===== src/rtl/timer_pkg.sv =====
// Shared types for the multimode lap timer: FSM states and the BCD digit type.
package timer_pkg;

  typedef enum logic [1:0] {
    IDLE  = 2'd0,
    RUN   = 2'd1,
    PAUSE = 2'd2,
    DONE  = 2'd3
  } state_t;

  typedef logic [3:0] bcd_t;

  localparam bcd_t BCD_MAX = 4'd9;

endpackage


===== src/rtl/bcd_digit.sv =====
// One up/down BCD decade: steps only when enabled with carry/borrow in, and
// reports carry (9->0) or borrow (0->9) to the next decade.
module bcd_digit
  import timer_pkg::*;
(
  input  logic i_en,
  input  logic i_up,
  input  logic i_cin,
  input  bcd_t i_q,
  output bcd_t o_q,
  output logic o_cout
);

  logic w_step;

  assign w_step = i_en & i_cin;
  assign o_cout = w_step & (i_up ? (i_q >= BCD_MAX) : (i_q == 4'd0));

  always_comb begin
    o_q = i_q;
    if (w_step) begin
      if (i_up) o_q = (i_q >= BCD_MAX) ? 4'd0 : i_q + 4'd1;
      else      o_q = (i_q == 4'd0) ? BCD_MAX : i_q - 4'd1;
    end
  end

endmodule


===== src/rtl/multimode_lap_timer.sv =====
// Stopwatch / countdown timer with BCD display, prescaled count tick and a
// small lap memory that can be recalled onto the display.
module multimode_lap_timer
  import timer_pkg::*;
#(
  parameter int DIGITS    = 4,
  parameter int CLK_DIV   = 12_000_000,
  parameter int LAP_DEPTH = 4
) (
  input  logic                         clk,
  input  logic                         reset,
  input  logic                         start_stop,
  input  logic                         lap,
  input  logic                         clear,
  input  logic                         mode,
  input  logic [4*DIGITS-1:0]          load_val,
  input  logic                         recall,
  input  logic [$clog2(LAP_DEPTH)-1:0] recall_idx,
  output logic [4*DIGITS-1:0]          digits,
  output logic                         running,
  output logic                         time_up,
  output logic [$clog2(LAP_DEPTH):0]   lap_count,
  output logic                         lap_full
);

  localparam int W     = 4 * DIGITS;
  localparam int IDX_W = $clog2(LAP_DEPTH);
  localparam int CNT_W = IDX_W + 1;
  localparam int PRE_W = (CLK_DIV > 1) ? $clog2(CLK_DIV) : 1;
  localparam logic [PRE_W-1:0] PRE_LAST = PRE_W'(CLK_DIV - 1);
  localparam logic [CNT_W-1:0] LAP_MAX  = CNT_W'(LAP_DEPTH);

  function automatic logic [W-1:0] sat_load(input logic [W-1:0] v);
    logic [W-1:0] r;
    for (int i = 0; i < DIGITS; i++)
      r[4*i +: 4] = (v[4*i +: 4] > BCD_MAX) ? BCD_MAX : v[4*i +: 4];
    return r;
  endfunction

  state_t             r_state, w_state_nxt;
  logic               r_mode;
  logic [PRE_W-1:0]   r_pre, w_pre_nxt;
  logic [W-1:0]       r_count, w_count_nxt, w_count_step;
  logic [W-1:0]       r_lap_mem [LAP_DEPTH];
  logic [CNT_W-1:0]   r_lap_cnt, w_lap_cnt_nxt;
  logic [DIGITS:0]    w_carry;
  logic               w_mode_now, w_tick, w_clear, w_lap_we, w_done_hit;
  logic [W-1:0]       w_lap_sel, w_digits_nxt;
  logic               w_running_nxt, w_time_up_nxt, w_lap_full_nxt;
  logic [W-1:0]       r_digits;
  logic               r_running, r_time_up, r_lap_full;

  // In IDLE the live mode input is authoritative; elsewhere the latched copy.
  assign w_mode_now = (r_state == IDLE) ? mode : r_mode;
  assign w_tick     = (r_state == RUN) && (r_pre == PRE_LAST);
  assign w_clear    = clear && (r_state != RUN);
  assign w_lap_we   = lap && (r_state == RUN) && (r_lap_cnt < LAP_MAX);

  assign w_carry[0] = 1'b1;
  for (genvar g = 0; g < DIGITS; g++) begin : g_digit
    bcd_digit u_digit (
      .i_en   (w_tick),
      .i_up   (~r_mode),
      .i_cin  (w_carry[g]),
      .i_q    (r_count[4*g +: 4]),
      .o_q    (w_count_step[4*g +: 4]),
      .o_cout (w_carry[g+1])
    );
  end

  // A countdown never wraps through zero: reaching it (or borrowing past it) ends the run.
  assign w_done_hit = w_tick & r_mode & ((w_count_step == '0) | w_carry[DIGITS]);

  always_ff @(posedge clk) begin
    if (reset) r_state <= IDLE;
    else       r_state <= w_state_nxt;
  end

  always_comb begin
    w_state_nxt = r_state;
    if (w_clear) begin
      w_state_nxt = IDLE;
    end else begin
      case (r_state)
        IDLE:    if (start_stop && !(w_mode_now && (r_count == '0))) w_state_nxt = RUN;
        RUN:     if (w_done_hit) w_state_nxt = DONE;
                 else if (start_stop) w_state_nxt = PAUSE;
        PAUSE:   if (start_stop) w_state_nxt = RUN;
        DONE:    if (start_stop) w_state_nxt = IDLE;
        default: w_state_nxt = IDLE;
      endcase
    end
  end

  always_comb begin
    w_count_nxt = r_count;
    if (w_clear)         w_count_nxt = w_mode_now ? sat_load(load_val) : '0;
    else if (w_done_hit) w_count_nxt = '0;
    else if (w_tick)     w_count_nxt = w_count_step;

    w_pre_nxt = r_pre;
    if (w_clear || ((r_state == IDLE) && (w_state_nxt == RUN))) w_pre_nxt = '0;
    else if (r_state == RUN) w_pre_nxt = w_tick ? '0 : r_pre + PRE_W'(1);

    w_lap_cnt_nxt = r_lap_cnt;
    if (w_clear)       w_lap_cnt_nxt = '0;
    else if (w_lap_we) w_lap_cnt_nxt = r_lap_cnt + CNT_W'(1);
  end

  always_ff @(posedge clk) begin
    if (reset) begin
      r_mode    <= 1'b0;
      r_pre     <= '0;
      r_count   <= '0;
      r_lap_cnt <= '0;
      for (int i = 0; i < LAP_DEPTH; i++) r_lap_mem[i] <= '0;
    end else begin
      if (r_state == IDLE) r_mode <= mode;
      r_pre     <= w_pre_nxt;
      r_count   <= w_count_nxt;
      r_lap_cnt <= w_lap_cnt_nxt;
      if (w_clear) begin
        for (int i = 0; i < LAP_DEPTH; i++) r_lap_mem[i] <= '0;
      end else if (w_lap_we) begin
        r_lap_mem[r_lap_cnt[IDX_W-1:0]] <= r_count;
      end
    end
  end

  // Outputs are registered from next-state values so they track the internal state.
  always_comb begin
    if (w_lap_we && (recall_idx == r_lap_cnt[IDX_W-1:0])) w_lap_sel = r_count;
    else                                                  w_lap_sel = r_lap_mem[recall_idx];
    w_digits_nxt = w_count_nxt;
    if (recall) w_digits_nxt = ({1'b0, recall_idx} < w_lap_cnt_nxt) ? w_lap_sel : '0;
    w_running_nxt  = (w_state_nxt == RUN);
    w_time_up_nxt  = (w_state_nxt == DONE);
    w_lap_full_nxt = (w_lap_cnt_nxt == LAP_MAX);
  end

  always_ff @(posedge clk) begin
    if (reset) begin
      r_digits   <= '0;
      r_running  <= 1'b0;
      r_time_up  <= 1'b0;
      r_lap_full <= 1'b0;
    end else begin
      r_digits   <= w_digits_nxt;
      r_running  <= w_running_nxt;
      r_time_up  <= w_time_up_nxt;
      r_lap_full <= w_lap_full_nxt;
    end
  end

  assign digits    = r_digits;
  assign running   = r_running;
  assign time_up   = r_time_up;
  assign lap_count = r_lap_cnt;
  assign lap_full  = r_lap_full;

endmodule


===== config.mk =====
export PLATFORM = sky130hd
export DESIGN_NAME = multimode_lap_timer
export DESIGN_NICKNAME = d
export VERILOG_FILES = /design/src/rtl/timer_pkg.sv /design/src/rtl/bcd_digit.sv /design/src/rtl/multimode_lap_timer.sv
export SDC_FILE = /design/constraint.sdc
export NUM_CORES = 1
export LEC_CHECK = 0
export BUFFER_PORTS_ARGS = -buffer_cell sky130_fd_sc_hd__buf_2
export CAP_MARGIN = 20
export CELL_PAD_IN_SITES_DETAIL_PLACEMENT = 1
export CELL_PAD_IN_SITES_GLOBAL_PLACEMENT = 1
export CORE_MARGIN = 3
export CORE_UTILIZATION = 40
export CTS_BUF_LIST = sky130_fd_sc_hd__clkbuf_2 sky130_fd_sc_hd__clkbuf_4 sky130_fd_sc_hd__clkbuf_8
export DETAILED_ROUTE_END_ITERATION = 10
export GPL_ROUTABILITY_DRIVEN = 0
export PLACE_DENSITY = 0.74
export RECOVER_POWER = 50
export SLEW_MARGIN = 20
export SYNTH_ARGS = -nofsm -noshare
export SYNTH_HDL_FRONTEND = slang
export SYNTH_HIERARCHICAL = 1
export SYNTH_SLANG_ARGS = --single-unit

===== constraint.sdc =====
create_clock -name clk -period 6.4 [get_ports clk]
set_clock_uncertainty 0.15 [all_clocks]
set_input_delay 0 -clock clk [delete_from_list [all_inputs] [get_ports clk]]
set_output_delay 0 -clock clk [all_outputs]
set_load 0.1 [all_outputs]

* After elaboration in Yosys (flattened, before gate mapping) *
Memories as Yosys holds them, arrays and structs flattened.
Cells that the tools add are included.

cells by class
  $lt $le $gt $ge = 10
  equal/unequal tests = 9
  add/subtract/negate cells = 10
  reduce and logical (&&, ||, !) cells = 19
  shift operators = 0
  bitwise logic cells = 14
  multipliers = 0
  muxes and demuxes = 58
  div/mod/pow operators = 0

operators with widths
  kind                     count
  $mux W16                 12
  $mux W4                  20
  $logic_not A16 Y1        2
  $add A24 B1 Y24 const B  1
  $eq A24 B24 Y1 const B   1
  $mux W24                 1
  $add A4 B1 Y4 const B    4
  $ge A4 B4 Y1 const B     4
  $gt A4 B4 Y1 const B     4
  $logic_not A4 Y1         4
  $reduce_or A16 Y1        1
  $sub A4 B1 Y4 const B    4
  $mux W1                  15
  $mux W2                  7
  $and A1 B1 Y1            9
  $logic_and A1 B1 Y1      8
  $pmux W2 S4              1
  $eq A2 B2 Y1 const B     3
  $mux W3                  2
  $or A1 B1 Y1             5
  $eq A2 B1 Y1 const B     2
  $add A3 B1 Y3 const B    1
  $eq A3 B3 Y1 const B     1
  $lt A2 B3 Y1             1
  7 further kinds          7

storage, ports and cells
  memory bits (writable) = 64
  memory bits (read-only) = 0
  bits in latches = 0
  memories kept = 1
  output and inout port bits = 22
  input bits = 25
  logic and storage cells = 130
  bits in registers = 65

memories
  name       depth  bits a word  rd ports  clocked after Yosys merged registers in  write ports  line                       text
  r_lap_mem  4      16           1         0                                        4            multimode_lap_timer.sv:44  logic [W-1:0] r_lap_mem [LAP_DEPTH];

* Longest topological paths before layout *
Gate-level depths: netlist of run 1.

  word-level depth = 19
  gate-level depth with buffers = 23
  mapped depth without buffers = 20

* Modules after synthesis *
The synthesis of run 1 kept the hierarchy.

modules (own cells, without submodules)
  module               instances  sequential area each (um2)  cells an instance  area each (um2)
  multimode_lap_timer  1          3223.1                      560                6179.7
  bcd_digit            4          0.0                         33                 239.0

* Worst setup path before layout of run 1 *
No wires, ideal clock.

  path type = register -> register
  from = register r_pre[0]
  to = register r_count[12]
  buffers on the path = 3
  clock period less this slack = 4767 ps
  path slack = 1633 ps
  stages on the path, launching flop included = 23
  arrival time = 4495 ps
  data required time = 6128 ps
  setup time = 122 ps
  cells stage by stage = dfxtp_1 > ha_1 > nand3b_1 > nor3_1 > buf_2 > nand2_1 > inv_2 > buf_2 > nand2_1 > nor3_1 > nand2_1 > nor3_1 > nand2_1 > nor3_1 > nand2_1 > a31o_2 > a21o_1 > o22a_1 > nor4_1 > a41oi_1 > o2111a_1 > buf_4 > a221o_1

on the way
  word-level cells in the longest chain between the ends = 14
  elaborated cells on any way between the ends = 20
  classes of those cells = eq/ne (1); mux (7); bitwise (10); reduce/logical (2)

ends and longest elaborated chain
  what                        line                        text
  from (decl)                 multimode_lap_timer.sv:42   logic [PRE_W-1:0] r_pre, w_pre_nxt;
  from (signal assigned)      multimode_lap_timer.sv:119  r_pre <= w_pre_nxt;
  $eq A24 B24 Y1              multimode_lap_timer.sv:55   assign w_tick = (r_state == RUN) && (r_pre == PRE_LAST);
  $logic_and A1 B1 Y1         multimode_lap_timer.sv:55
  named net w_tick            multimode_lap_timer.sv:47   logic w_mode_now, w_tick, w_clear, w_lap_we, w_done_hit;
  $and A1 B1 Y1               bcd_digit.sv:17             assign o_cout = w_step & (i_up ? (i_q >= BCD_MAX) : (i_q == 4'd0));
  named net w_carry[1]        multimode_lap_timer.sv:46   logic [DIGITS:0] w_carry;
  $and A1 B1 Y1               bcd_digit.sv:16             assign w_step = i_en & i_cin;
  $and A1 B1 Y1               bcd_digit.sv:17
  named net w_carry[2]        multimode_lap_timer.sv:46
  (+2 left out)               -
  named net w_carry[3]        multimode_lap_timer.sv:46
  $and A1 B1 Y1               bcd_digit.sv:16
  $mux W4                     bcd_digit.sv:21             if (w_step) begin
  named net w_count_step[15]  multimode_lap_timer.sv:43   logic [W-1:0] r_count, w_count_nxt, w_count_step;
  $logic_not A16 Y1           multimode_lap_timer.sv:72   assign w_done_hit = w_tick & r_mode & ((w_count_step == '0) | w_carry[DIGITS]);
  $or A1 B1 Y1                multimode_lap_timer.sv:72
  $and A1 B1 Y1               multimode_lap_timer.sv:72
  $mux W16                    multimode_lap_timer.sv:98   else if (w_done_hit) w_count_nxt = '0;
  $mux W16                    multimode_lap_timer.sv:97   if (w_clear) w_count_nxt = w_mode_now ? sat_load(load_val) : '0;
  to (signal assigned)        multimode_lap_timer.sv:120  r_count <= w_count_nxt;
  to (decl)                   multimode_lap_timer.sv:43

The timed path passes the listed nets, and every way through them passes these cells.
A chain may end at the register's enable or synchronous reset.

* Worst setup path in the final report of run 1 *
  from = register r_state[0]
  to = register r_count[14]

on the way
  word-level cells in the longest chain between the ends = 14
  elaborated cells on any way between the ends = 25
  classes of those cells = eq/ne (2); mux (9); bitwise (10); reduce/logical (4)

ends and longest elaborated chain
  what                        line                       text
  from (decl)                 multimode_lap_timer.sv:40  state_t r_state, w_state_nxt;
  from (signal assigned)      multimode_lap_timer.sv:76  else r_state <= w_state_nxt;
  $eq A2 B1 Y1                multimode_lap_timer.sv:55
  $logic_and A1 B1 Y1         multimode_lap_timer.sv:55
  $and A1 B1 Y1               bcd_digit.sv:17
  named net w_carry[1]        multimode_lap_timer.sv:46
  $and A1 B1 Y1               bcd_digit.sv:16
  $and A1 B1 Y1               bcd_digit.sv:17
  named net w_carry[2]        multimode_lap_timer.sv:46
  $and A1 B1 Y1               bcd_digit.sv:16
  (+1 left out)               -
  named net w_carry[3]        multimode_lap_timer.sv:46
  $and A1 B1 Y1               bcd_digit.sv:16
  $mux W4                     bcd_digit.sv:21
  named net w_count_step[15]  multimode_lap_timer.sv:43
  $logic_not A16 Y1           multimode_lap_timer.sv:72
  $or A1 B1 Y1                multimode_lap_timer.sv:72
  $and A1 B1 Y1               multimode_lap_timer.sv:72
  $mux W16                    multimode_lap_timer.sv:98
  $mux W16                    multimode_lap_timer.sv:97

The timed path passes the listed nets, and every way through them passes these cells.

==> flow_summary.ini, run 1 <==
[timing]
layout_setup_ws_ns = 1.15
final.setup.tns_ns = 0
rsz0062_at_grt = no
setup_violations = 0
timing.final.crit_share_pct = 82.1
hold_viol = 0
tightest_slew_ns = 2.23
final_max_slew_viol_count = 69
whs_ns = 0.252
period_needed_ns = 5.25
max_slew_margin_pct = -48.8
fmax_mhz = 190

[critical_path]
criticalPathCategory = register to register
crit_arrival_ns = 5.44
worst_ep_required_time_ns = 6.58
cp_common_cell = nand2_1
cp_num_buf_inv = 2
critPathSlowestCell = dfxtp_1
critical-path-max-stage-delay_ns = 0.66
crit_family = simple AND/OR/NAND/NOR gates
cp-start-kind = register
cp-end-kind = register
worstPathMaxFanout = 16
path_cells = nand3b_1 -> nor3_1 -> buf_4 -> nand2_1 -> inv_2 -> nand2_1 -> nor3_1 -> nand2_1 -> nor3_1 -> nand2_1 -> nor3_1 -> nand2_1 -> a31o_2 -> a21o_1 -> o22a_1 -> nor4_1 -> a41oi_1 -> o2111a_1 -> a221o_1

[routing]
viasPerCell = 6.05
wl_mm = 21.6
drt_iter0_markers = 679
first_pass_iters = 5
drcViolationCount = 0
antenna_left = 0
dr_total_vias = 5988
wl_per_cell_um = 21.8

[yosys]
synth_top_area_share_pct = 26.9
post_synth_num_cell_types = 61
synthTopCellsByArea = edfxtp_1 27%, dfxtp_1 18%, and3_1 6.7%, mux4_2 5.0%, ha_1 3.9%
synth_edf_count = 64
synth.avg_cell_area_sq_um = 10.3
synth_top_area_cell = edfxtp_1
ys.warnings.count = 6
netlist_area_sq_mm = 0.00714
ys_seq_area_share_pct = 45.2
ys_ff_latch = 129
ys_async_sr_fraction_pct = 0
dominantRegCellSynth = dfxtp_1
syn_inst = 692

[layout]
drive_gt1_share_pct = 14.9
areaGrowthSynthToFinish_pct = 14.2
nNetsFinal = 799
postLayoutCellArea_sq_mm = 0.00815
ff_latch_area_sq_mm = 0.00322
postLayoutCoreUtil_pct = 46.9
multi_input_area_sq_mm = 0.00364
diodes = 0
fillers = 1939
layout.cells.non_filler = 990

[grt]
antenna_found_initial = 0
overflow = 0
grt_max_degree = 69
grt_pass1_wl_mm = 34.5
grt_usage_pct = 22.3
grt_pass1_vias = 6104

[clock_tree]
cts_tree = yes
cts_buffers = 17
cts-root-buf = clkbuf_8
cts.path.max_buffers = 2
cts_max_level = 4
clkTransAtPathRegs_ns = 0.09
cts.sinks = 129
cts_setup_buffers = 0
clkLatencyLatePin_ns = 0.45

[hold_path]
hold_class = input port to register

[power]
p_seq_share_pct = 49.0
p_sw_mw = 0.533
power_frac_comb_pct = 12.9
peakVddDrop_v = 0.000116
intPower_mw = 1.38
finalPower_mw = 1.91
power.share.clock_pct = 38.2
p_per_area_mw_per_mm2 = 234
leakage_nw = 3.34
p_sw_share_pct = 27.9

[die]
row_count = 48
dieArea_sq_mm = 0.0195
core_area_sq_mm = 0.0174
die_width_um = 140
start_util_pct = 41.1
ios = 47
fp.dieH_um = 140

[place]
place_area_sq_mm = 0.00754
io_buffers = 46
dp_hpwl_mm = 14.7
place_ws_ns = 1.13
dp_cells = 934

[status]
violations = capacitance limit, slew limit
outcome = finished with violations

[run]
drv_cap = 2
[cells by family after synthesis]
group / after synthesis / synth area share, %
DFF: 129 / 45.2
muxes: 32 / 7.57
buffers and inverters: 68 / 3.89
xor gates and xnor gates: 28 / 3.44
adders and majority gates: 22 / 3.86
other: 1 / 0.0526
AOI/OAI and AO/OA: 137 / 14.8
and+or+nand+nor: 275 / 21.3
[cells in the mapped netlist (10+ instances only)]
master    count
mux2_2       16
nor3_1       15
a21o_1       10
nand2_1      34
and3_1       76
a221o_1      16
nor2_1       55
xnor2_1      13
xor2_1       15
clkbuf_1     23
edfxtp_1     64
nand4_1      25
inv_1        32
o21ai_0      29
dfxtp_1      65
nor4_1       10
mux4_2       16
nand3_1      24
ha_1         22
a21oi_1      16
[final cells by class]
| cell class | count | share of cell area, % |
|---|---|---|
| repair buffers | 75 | 5.80 |
| inverters | 33 | 1.52 |
| multi-input cells | 496 | 44.7 |
| clock buffers | 18 | 2.96 |
| well taps | 225 | 3.46 |
| clock inverters | 14 | 2.03 |
| flip-flops and latches | 129 | 39.6 |
[worst reg2reg max path, cell delays in order (launching register included)]
cell and delay (ns):
dfxtp_1 0.66, nand3b_1 0.23, nor3_1 0.23, buf_4 0.24, nand2_1 0.13, inv_2 0.09
nand2_1 0.12, nor3_1 0.25, nand2_1 0.17, nor3_1 0.25, nand2_1 0.17, nor3_1 0.24
nand2_1 0.16, a31o_2 0.26, a21o_1 0.15, o22a_1 0.19, nor4_1 0.30, a41oi_1 0.23
o2111a_1 0.52, a221o_1 0.39
[power groups by stage]
stage	sequential, mW	combinational (mW)	clock (mW)
after floorplan	0.971	0.140	0
after global placement	0.949	0.229	0
after detailed placement	0.953	0.234	0
after CTS	0.935	0.247	0.734
after global routing	0.941	0.264	0.771
final	0.936	0.245	0.729
[layer usage]
layer  global-route usage (%)  up-vias  routed length, um
met1                     30.3     3034               9840
met2                     37.3      176              10500
met3                     4.09       22                956
met4                     5.15        0                284
met5                        0        -                  0
li1                         -     2756                  -
[sequential cells by signal, summed over array words and instances (netlist names)]
name / cells
lap_full: 1
r_count: 16
r_lap_mem: 64
r_mode: 1
time_up: 1
r_pre: 24
running: 1
lap_count: 3
digits: 16
r_state: 2
[timing repair]
item                                    in CTS  in global routing
hold endpoints to repair                    39                  0
hold buffers                                24                  0
gates resized for setup                      0                  0
endpoints found under the setup margin       0                  0
[path summary, 6_finish.rpt]
check	from	end	slack, ns	cells past startpoint
setup / recovery	r_state[0]$_SDFF_PP0_	r_count[14]$_SDFF_PP0_	1.15	19
hold / removal	load_val[15]	r_count[15]$_SDFF_PP0_	0.25	4
setup reg to reg	r_state[0]$_SDFF_PP0_	r_count[14]$_SDFF_PP0_	1.15	19
hold reg to reg	r_pre[1]$_SDFFE_PP0P_	r_pre[1]$_SDFFE_PP0P_	0.37	2
[layout by cell type (no fill, tap or decap), types with 15 or more instances in the layout]
cell,synthesis,routed
clkbuf_1,23,24
nand2_1,34,34
o21ai_0,29,29
nor3_1,15,15
a221o_1,16,16
inv_1,32,32
nand3_1,24,24
and3_1,76,76
clkbuf_8,0,17
a21oi_1,16,17
xor2_1,15,15
dlygate4sd3_1,0,24
mux2_2,16,16
mux4_2,16,16
nand4_1,25,25
edfxtp_1,64,64
nor2_1,55,55
ha_1,22,22
buf_2,9,24
dfxtp_1,65,65
Note: power is estimated with default switching activity, not from simulation.
==> run 2: changes to the inputs <==
--- a/config.mk
+++ b/config.mk
@@ -5,6 +5,7 @@
 export SDC_FILE = /design/constraint.sdc
 export NUM_CORES = 1
 export LEC_CHECK = 0
+export ABC_AREA = 1
 export BUFFER_PORTS_ARGS = -buffer_cell sky130_fd_sc_hd__buf_2
 export CAP_MARGIN = 20
 export CELL_PAD_IN_SITES_DETAIL_PLACEMENT = 1
@@ -14,7 +15,7 @@
 export CTS_BUF_LIST = sky130_fd_sc_hd__clkbuf_2 sky130_fd_sc_hd__clkbuf_4 sky130_fd_sc_hd__clkbuf_8
 export DETAILED_ROUTE_END_ITERATION = 10
 export GPL_ROUTABILITY_DRIVEN = 0
-export PLACE_DENSITY = 0.74
+export PLACE_DENSITY = 0.79
 export RECOVER_POWER = 50
 export SLEW_MARGIN = 20
 export SYNTH_ARGS = -nofsm -noshare
==> constraint.sdc (replaced) <==
create_clock -name clk -period 5.3 [get_ports clk]
set_clock_uncertainty 0.15 [all_clocks]
set_input_delay 0 -clock clk [delete_from_list [all_inputs] [get_ports clk]]
set_output_delay 0 -clock clk [all_outputs]
set_load 0.1 [all_outputs]
==> run 2 against run 1 <==
Effect of this change: the flow now finishes without violations; worst setup slack lost 0.54 ns; area after synthesis increased by 8.6%; non-clock buffer count rose by 26; design area increased by 10%; clock power increased by 18%; sequential power is 20% higher; combinational power is 55% higher; critical path depth grew 18; fmax up 12%.
==> flow_summary.ini, run 2 <==
[die]
dieArea_sq_mm = 0.0211
row_count = 50
core_area_sq_mm = 0.0189
die_width_um = 145
fp.dieH_um = 145
ios = 47
start_util_pct = 41.0

[layout]
drive_gt1_share_pct = 10.7
reg.largest.list = r_lap_mem x64, r_pre x24
areaGrowthSynthToFinish_pct = 16.1
nNetsFinal = 1218
mostFrequentLayoutCell = nand2_1
largest_reg_flops = 64
top_register = r_lap_mem
diodes = 0
final_cell_mix = 258 x nand2_1, 238 x nor2_1, 104 x nand3_1, 86 x inv_1

[critical_path]
cp_common_cell = nand2_1
critPathSlowestCell = dlygate4sd3_1
critical-path-max-stage-delay_ns = 0.56
worst_ep_required_time_ns = 5.48
worstPathMaxFanout = 18
crit_arrival_ns = 4.87
criticalPathCategory = register to register
cp-start-kind = register
cp-end-kind = register

[timing]
timing.final.crit_share_pct = 88.5
whs_ns = 0.234
rsz0062_at_grt = no
layout_setup_ws_ns = 0.607
period_needed_ns = 4.69
fmax_mhz = 213
tightest_slew_ns = 1.21
max_slew_margin_pct = 19.6
final.setup.tns_ns = 0
setup_violations = 0
final_max_slew_viol_count = 0
hold_viol = 0

[routing]
wl_mm = 23.8
antenna_left = 0
viasPerCell = 5.20
first_pass_iters = 5
dr_total_vias = 7509
wl_per_cell_um = 16.5
drcViolationCount = 0
drt_iter0_markers = 383

[run]
drv_cap = 0

[place]
io_buffers = 46
place_ws_ns = 0.489
dp_hpwl_mm = 16.6

[yosys]
syn_inst = 1092
ys_async_sr_fraction_pct = 0
synthesis.nets = 1139
ys_ff_latch = 129
synth_edf_count = 64
synth.avg_cell_area_sq_um = 7.10
synth_top_area_cell = edfxtp_1
synth_top_area_share_pct = 24.8
post_synth_num_cell_types = 41
synth.most_common_cell = nand2_1
ys_seq_area_share_pct = 41.6
synth_commonest_cells = 259 x nand2_1, 238 x nor2_1, 105 x nand3_1
netlist_area_sq_mm = 0.00775
dominantRegCellSynth = dfxtp_1
ys.warnings.count = 6
synthTopCellsByArea = edfxtp_1 25%, dfxtp_1 17%, nand2_1 13%, nor2_1 12%, nand3_1 6.8%

[clock_tree]
cts-root-buf = clkbuf_8
cts_setup_buffers = 0
clkLatencyLatePin_ns = 0.45
cts_max_level = 4
cts.path.max_buffers = 2
clkTransAtPathRegs_ns = 0.08
cts_buffers = 17
cts.sinks = 129
cts_tree = yes

[grt]
grt_usage_pct = 22.9
grt_pass1_vias = 7838
grt_pass1_wl_mm = 39.6
antenna_found_initial = 0
grt_max_degree = 35
overflow = 0

[hold_path]
hold_class = input port to register

[power]
p_per_area_mw_per_mm2 = 262
leakage_nw = 3.84
finalPower_mw = 2.36
peakVddDrop_v = 0.000159

[status]
outcome = completed
[run 2: final timing paths]
check | startpoint | to | slack, ns | cells past startpoint
setup / recovery | r_pre[1]$_SDFFE_PP0P_ | digits[14]$_SDFF_PP0_ | 0.61 | 37
hold / removal | recall_idx[1] | digits[13]$_SDFF_PP0_ | 0.23 | 5
setup reg to reg | r_pre[1]$_SDFFE_PP0P_ | digits[14]$_SDFF_PP0_ | 0.61 | 37
hold reg to reg | r_pre[22]$_SDFFE_PP0P_ | r_pre[22]$_SDFFE_PP0P_ | 0.45 | 3
[run 2: cell type report]
class,instances,area (sq um)
inverters,101,380
repair buffers,101,733
well taps,260,325
flip-flops and latches,129,3220
multi-input cells,821,3940
clock inverters,14,156
fillers,2474,9890
clock buffers,18,241
[run 2: worst max-delay path: cells and delay by family (launching register included)]
family / cells / cell delay, ns
buffers and inverters: 8 / 1.23
adder cells (fa/ha/maj): 1 / 0.21
AND/OR/NAND/NOR: 25 / 2.24
AO/OA/AOI/OAI: 3 / 0.34
flip-flops: 1 / 0.39
[run 2: logic make-up (layout without fill, tap and decap cells)]
| kind of cell | after synthesis | in the layout | synth area share (%) |
|---|---|---|---|
| other | 1 | 1 | 0.0484 |
| and+or+nand+nor | 692 | 692 | 38.7 |
| DFF | 129 | 129 | 41.6 |
| AOI/OAI and AO/OA | 88 | 88 | 6.38 |
| buffers and inverters | 142 | 234 | 7.68 |
| adders and majority gates | 22 | 22 | 3.55 |
| xor gates and xnor gates | 18 | 18 | 2.03 |
[run 2: power by group]
| part | switching (mW) | internal, mW |
|---|---|---|
| logic | 0.265 | 0.115 |
| registers | 0.0334 | 1.09 |
| clock network | 0.428 | 0.430 |
| total | 0.726 | 1.64 |
[run 2: repair_timing]
| action | CTS | global route |
|---|---|---|
| endpoints found under the hold margin | 41 | 0 |
| setup endpoints to repair | 0 | 43 |
| hold buffers | 47 | 0 |
| gates resized for setup | 0 | 6 |
[run 2: metrics by stage]
stage          instance area [sq um]  cells  util, %
5_1_grt                         9000   1444     47.6
2_1_floorplan                   7750   1092        -
3_3_place_gp                    8150   1365     43.1
3_5_place_dp                    8150   1365     43.1
6_report                        9000   1444     47.6
4_1_cts                         9020   1444     47.7
[run 2: routing by layer]
metal / global-route usage [%] / up-vias / part of all wire [%]
li1: - / 3689 / -
met1: 29.4 / 3641 / 45
met2: 40.4 / 148 / 50
met3: 3.28 / 31 / 3.4
met4: 6.27 / 0 / 2.1
met5: 0 / - / 0
